<file path="src/rtl/mips_prog_loader.sv">
// Boot loader: streams a length-prefixed big-endian image into instruction memory, then starts the core.
// Define LOADER_CHECKSUM_EN to require an XOR trailer byte (CHK state) before the core is started.
module mips_prog_loader #(
    parameter int ADDR_W    = 10,
    parameter int MAX_WORDS = 1024
) (
    input  logic              clk1,
    input  logic              rst_n,
    input  logic              load_en,
    input  logic [7:0]        in_data,
    input  logic              in_valid,
    output logic              in_ready,
    output logic              mem_we,
    output logic [ADDR_W-1:0] mem_addr,
    output logic [31:0]       mem_wdata,
    output logic              core_hold,
    output logic              core_start,
    output logic              busy,
    output logic              done,
    output logic              err
);
    localparam int CNT_W = $clog2(MAX_WORDS + 1);

    typedef enum logic [2:0] {
        IDLE, HDR, DATA, CHK, START, DONE, ERR
    } state_t;

`ifdef LOADER_CHECKSUM_EN
    localparam state_t POST_DATA = CHK;
`else
    localparam state_t POST_DATA = START;
`endif

    state_t state_q, state_d;
    logic [1:0] byte_cnt_q, byte_cnt_d;
    logic [CNT_W-1:0] word_cnt_q, word_cnt_d;
    logic [CNT_W-1:0] n_q, n_d;
    logic [23:0] shift_q, shift_d;
    logic in_ready_q, in_ready_d;
    logic mem_we_q, mem_we_d;
    logic [ADDR_W-1:0] mem_addr_q, mem_addr_d;
    logic [31:0] mem_wdata_q, mem_wdata_d;
    logic core_hold_q, core_hold_d;
    logic core_start_q, core_start_d;
    logic busy_q, busy_d;
    logic done_q, done_d;
    logic err_q, err_d;
`ifdef LOADER_CHECKSUM_EN
    logic [7:0] csum_q, csum_d;
`endif

    logic accept;
    logic last_byte;
    logic [31:0] word;

    assign accept    = in_valid && in_ready_q;
    assign last_byte = accept && (byte_cnt_q == 2'd3);
    assign word      = {shift_q, in_data};

    always_comb begin
        state_d     = state_q;
        byte_cnt_d  = byte_cnt_q;
        word_cnt_d  = word_cnt_q;
        n_d         = n_q;
        shift_d     = shift_q;
        mem_we_d    = 1'b0;
        mem_addr_d  = mem_addr_q;
        mem_wdata_d = mem_wdata_q;
`ifdef LOADER_CHECKSUM_EN
        csum_d      = csum_q;
`endif

        if (accept) begin
            byte_cnt_d = byte_cnt_q + 2'd1;
            shift_d    = {shift_q[15:0], in_data};
`ifdef LOADER_CHECKSUM_EN
            csum_d     = csum_q ^ in_data;
`endif
        end

        unique case (state_q)
            IDLE, DONE, ERR: begin
                if (load_en) begin
                    state_d    = HDR;
                    byte_cnt_d = '0;
                    word_cnt_d = '0;
`ifdef LOADER_CHECKSUM_EN
                    csum_d     = '0;
`endif
                end
            end
            HDR: begin
                if (last_byte) begin
                    if (word == 32'd0) begin
                        state_d = POST_DATA;
                    end else if (word > 32'(MAX_WORDS)) begin
                        state_d = ERR;
                    end else begin
                        state_d = DATA;
                        n_d     = CNT_W'(word);
                    end
                end
            end
            DATA: begin
                if (last_byte) begin
                    mem_we_d    = 1'b1;
                    mem_addr_d  = ADDR_W'(word_cnt_q);
                    mem_wdata_d = word;
                    word_cnt_d  = word_cnt_q + CNT_W'(1);
                    // The strobe for the last word lands in the first post-DATA cycle.
                    if (word_cnt_d == n_q) begin
                        state_d = POST_DATA;
                    end
                end
            end
`ifdef LOADER_CHECKSUM_EN
            CHK: begin
                if (accept) begin
                    state_d = (in_data == csum_q) ? START : ERR;
                end
            end
`endif
            START: state_d = DONE;
            default: state_d = state_q;
        endcase

        in_ready_d   = state_d inside {HDR, DATA, CHK};
        busy_d       = state_d inside {HDR, DATA, CHK, START};
        core_start_d = (state_d == START);
        core_hold_d  = !(state_d inside {START, DONE});
        done_d       = (state_d == DONE);
        err_d        = (state_d == ERR);
    end

    always_ff @(posedge clk1) begin
        if (!rst_n) begin
            state_q      <= IDLE;
            byte_cnt_q   <= '0;
            word_cnt_q   <= '0;
            n_q          <= '0;
            shift_q      <= '0;
            in_ready_q   <= 1'b0;
            mem_we_q     <= 1'b0;
            mem_addr_q   <= '0;
            mem_wdata_q  <= '0;
            core_hold_q  <= 1'b1;
            core_start_q <= 1'b0;
            busy_q       <= 1'b0;
            done_q       <= 1'b0;
            err_q        <= 1'b0;
`ifdef LOADER_CHECKSUM_EN
            csum_q       <= '0;
`endif
        end else begin
            state_q      <= state_d;
            byte_cnt_q   <= byte_cnt_d;
            word_cnt_q   <= word_cnt_d;
            n_q          <= n_d;
            shift_q      <= shift_d;
            in_ready_q   <= in_ready_d;
            mem_we_q     <= mem_we_d;
            mem_addr_q   <= mem_addr_d;
            mem_wdata_q  <= mem_wdata_d;
            core_hold_q  <= core_hold_d;
            core_start_q <= core_start_d;
            busy_q       <= busy_d;
            done_q       <= done_d;
            err_q        <= err_d;
`ifdef LOADER_CHECKSUM_EN
            csum_q       <= csum_d;
`endif
        end
    end

    assign in_ready   = in_ready_q;
    assign mem_we     = mem_we_q;
    assign mem_addr   = mem_addr_q;
    assign mem_wdata  = mem_wdata_q;
    assign core_hold  = core_hold_q;
    assign core_start = core_start_q;
    assign busy       = busy_q;
    assign done       = done_q;
    assign err        = err_q;

endmodule

</file>
<file path="config.mk">
export PLATFORM = sky130hd
export DESIGN_NAME = mips_prog_loader
export DESIGN_NICKNAME = d
export VERILOG_FILES = /design/src/rtl/mips_prog_loader.sv
export SDC_FILE = /design/constraint.sdc
export NUM_CORES = 1
export LEC_CHECK = 0
export ABC_AREA = 0
export CORE_MARGIN = 4
export CORE_UTILIZATION = 35
export CTS_CLUSTER_DIAMETER = 100
export CTS_CLUSTER_SIZE = 12
export DETAILED_ROUTE_END_ITERATION = 8
export GPL_TIMING_DRIVEN = 0
export HOLD_SLACK_MARGIN = 0.05
export PLACE_DENSITY = 0.62
export SYNTH_ARGS = -nofsm -noshare
export SYNTH_HDL_FRONTEND = slang
export SYNTH_SLANG_ARGS = --single-unit
export TNS_END_PERCENT = 50
</file>
<file path="constraint.sdc">
create_clock -name clk1 -period 5.3 [get_ports clk1]
set_input_delay 0.795 -clock clk1 [delete_from_list [all_inputs] [get_ports clk1]]
set_output_delay 0.795 -clock clk1 [all_outputs]
set_load 0.05 [all_outputs]
</file>
Yosys cells after proc, flatten, opt, wreduce, memory -nomap -nowiden
Index checks and enable logic that the tools add are counted.
- add/subtract/negate cells: 2
- multipliers: 0
- div/mod/pow operators: 0
- magnitude comparators: 1
- equal/unequal tests: 15
- shift operators: 0
- muxes and demuxes: 14
- bitwise operators: 2
- reductions and logical operators: 14
- operators with widths (cell ; count):
    32-bit by 11-bit greater-than comparator with 1-bit output, second input constant ; 1
    32-bit logical NOT ; 1
    11-bit 2-to-1 mux ; 2
    11-bit one-hot mux with 2 select lines ; 1
    3-bit == test, second input constant ; 6
    3-bit 2-to-1 mux ; 6
    3-bit one-hot mux with 4 select lines ; 1
    11-bit by 1-bit adder with 11-bit output, second input constant ; 1
    11-bit == test ; 1
    3-bit by 2-bit == test with 1-bit output, second input constant ; 3
    3-bit by 1-bit == test with 1-bit output, second input constant ; 2
    2-bit 2-to-1 mux ; 3
    2-bit != test, second input constant ; 2
    2-bit AND reduction ; 2
    4-bit AND reduction ; 1
    2-bit nonzero test ; 2
    4-bit nonzero test ; 1
    3-bit logical NOT ; 1
    3-bit AND reduction ; 1
    3-bit nonzero test ; 1
    3-bit OR reduction ; 1
    2-bit by 1-bit adder with 2-bit output, second input constant ; 1
    2-bit == test, second input constant ; 1
    1-bit logical AND ; 2
    3 further kinds ; 4
- bits in registers: 100
- bits in latches: 0
- memory bits (writable): 0
- memory bits (read-only): 0
- output and inout port bits: 49
- memories kept: 0

Depth between registers and ports, before layout
- word-level depth: 8
- gate-level depth with buffers: 9

Worst setup path before layout
OpenSTA, ideal clock, no wires.
- path kind: input -> register
- from: input in_data[5]
- to: register n_q[3]
- library setup time: 0.128 ns
- arrival: 2.253 ns
- slack: 2.919 ns
- stages: 7
- path buffers: 1
- path through: nor4_1 > nand4_1 > a211oi_1 > and2b_1 > buf_4 > mux2i_1 > nor2_1
- cells in the longest elaborated chain, start to end: 3
- RTL lines (element ; line ; source):
    from (decl) ; 10 ; input logic [7:0] in_data,
    32-bit by 11-bit greater-than comparator with 1-bit output / 32-bit logical NOT (equally long branches) ; 96, 94 ;
    1-bit inverter (no source line) ; -- ;
    4-bit AND reduction (no source line) (*) ; -- ;
    to (signal assigned) ; 158 ; n_q <= n_d;
    to (decl) ; 37 ; logic [CNT_W-1:0] n_q, n_d;
Every way passes the cells marked *; elsewhere a longest branch is shown, timed or not.
A chain may end at the register's enable or synchronous reset.

Worst setup path after layout
- from: input in_data[5]
- to: register n_q[0]
Same word-level chain as after synthesis.

==> impl_metrics.toml <==
[hold_path]
hp-start = "mem_wdata[17]"
hold_class = "reg2reg"

[floorplanning]
initial_core_util = 0.3630
die_h_um = 117.5
core_area_sq_mm = 0.01156
num_rows = 39
dieArea_sq_mm = 0.01381
pin_count = 61
die_w_um = 117.5

[synth]
synth_edf_count = 0
async_reset_ff_frac = 0
syn_area_sq_mm = 0.004198
yosys.area_share.xor_xnor = 0.02921
synth_fp_nets = 538
synth_top_family_by_area = "simple AND/OR/NAND/NOR gates"
syn-instance-count = 524
synth-simple-area-share = 0.2510
synth_compound_gate_area_share = 0.1744
ys.flop_type = "dfxtp_1"
yosysWarnings = 0
synth_adder_area_share = 0.005961
synth.distinct_cells = 53
ys_seq_area_frac = 0.4769
syn_avg_cell_area_sq_um = 8.011
ys_ff_latch = 100
synthMuxAreaShare = 0.02623

[worst_setup_path]
endpoint_kind = "flop"
cp_max_fo = 10
start_kind = "primary input"
startpoint = "in_data[5]"
worstReg2RegStart = "word_cnt_q[0]"
arrival_ns = 3.33
cp.required_ns = 5.52
critPathKind = "in2reg"

[placed_design]
dpl.hpwl_um = 8274
gp_congestion = 0.8671
pre_cts_slack_ns = 1.811
placed_area_sq_mm = 0.004977
placedCellCount = 727
port_buffers = 60

[global_route]
grt_usage = 0.1628
grt_overflow = 0
met1_usage = 0.2279
grt_pass1_vias = 3570
grt_pass1_wl_um = 18390
busiest_layer = "met2"
grt_use_met2 = 0.2428
antenna_found_initial = 0
use_met3 = 0.03075
grt_max_degree = 18

[power_and_ir_drop]
ir_drop_mv = 0.2026
p_leak_nw = 1.754
pwr_density_cell_mw_per_mm2 = 287.8
total_power_mw = 1.521

[routing]
first_iter_violations = 282
drtPass1Iterations = 5
viasPerCell = 5.249
vias = 3900
finalWirelength_um = 11150
drc = 0
wl_per_cell_um = 15.01
ant_nets = 0

[flow_run]
cap_violations = 0

[sta]
fin_crit_sh = 0.5874
final_max_slew_viol_count = 0
relSlewSlack = 0.6051
fin_setup_tns_ns = 0
setup_slack_ns = 2.187
final-setup-viol-count = 0
skew_ns = 0.007310
worstMarginPinSlew_ns = 0.5923
finalHoldViolCount = 0
final.min_clock_period_ns = 3.113
fmax_mhz = 321.2
rsz0062_at_grt = "false"

[clock_tree]
cts_sinks = 100
max-clock-path-buffers = 2
clock_latency_ns = 0.35
cts_setup_buffers = 0
clk_pin_slew_ns = 0.07
root_buffer = "clkbuf_16"
cts_hold_buf = 0
cts-htree-levels = 3
numCtsBuffers = 9
ctsResizeCount = 0
cts_tree = "yes"

[cells_and_area]
syn_to_final_growth_pct = 25.93
final_cell_mix = "nand2_1 (148), dfxtp_1 (100), a21oi_1 (84)"
drive_gt1_frac = 0.05333
fin_area_sq_mm = 0.005286
fin_nets = 609
fin_cells = 743
fillers = 1125
n_antenna_cell = 0
layout_commonest_cell = "nand2_1"

[run_status]
status = "finished, final reports clean"
worst max-delay path, stage by stage:
cell and delay [ns]:
clkdlybuf4s50_1 0.52, nor4_1 0.58, nand4_1 0.16, a211oi_1 0.53
and2b_1 0.25, buf_4 0.23, mux2i_1 0.22, nor2_1 0.05
kinds of logic (layout without fill, tap and decap cells):
group	after synthesis	in the layout
buffers and inverters	38	114
multiplexers	11	11
AO/OA/AOI/OAI	123	123
XOR/XNOR	14	14
adder cells (fa/ha/maj)	2	2
AND/OR/NAND/NOR	236	236
flip-flops	100	100
path summary, 6_finish.rpt:
kind	to	slack (ns)	cells past startpoint
max	n_q[0]	2.19	8
min	mem_wdata[17]	0.45	2
max reg2reg	busy	2.79	8
min reg2reg	mem_wdata[17]	0.45	2
Yosys cell counts (6+ instances only):
master    count  area share
a21oi_1      84        0.10
clkbuf_1     24       0.021
dfxtp_1     100        0.48
mux2i_1      11       0.026
nand2_1     148        0.13
nand3_1       7      0.0083
nor2_1       30       0.027
nor4_1        8       0.012
o21ai_0      14       0.017
xnor2_1       8       0.017
xor2_1        6       0.013
sequential cells by signal, indices dropped and copies added, names as in the netlist, 2 cells and up:
register	flops
shift_q	24
byte_cnt_q	2
n_q	11
mem_addr	10
mem_wdata	32
state_q	3
word_cnt_q	11
final cells by class:
class / instances / area [sq um] / area share
Multi-Input combinational cell: 386 / 2043 / 0.3865
Sequential cell: 100 / 2002 / 0.3787
Clock buffer: 11 / 242.7 / 0.04592
Clock inverter: 5 / 66.31 / 0.01254
Buffer: 33 / 133.9 / 0.02533
Timing Repair Buffer: 60 / 600.6 / 0.1136
Tap cell: 143 / 178.9 / 0.03385
Inverter: 5 / 18.77 / 0.003550
metrics by stage:
stage          utilization  hold WS, ns
5_1_grt             0.4571       0.4723
3_5_place_dp        0.4304       0.4471
2_1_floorplan            -       0.4400
4_1_cts             0.4571       0.4566
6_report            0.4571       0.4534
3_3_place_gp        0.4304       0.4433
where the power goes:
group / internal (mW) / leakage [nW] / switching [mW] / total (mW)
clock network: 0.386 / 0.149 / 0.306 / 0.692
logic: 0.0213 / 0.799 / 0.0452 / 0.0664
registers: 0.756 / 0.807 / 0.00628 / 0.763
metal layers:
metal	vias up	share of wire
li1	1929	-
met5	-	0
met4	0	0.024
met2	130	0.44
met3	19	0.057
met1	1822	0.48
(Power assumes the default switching activity.)
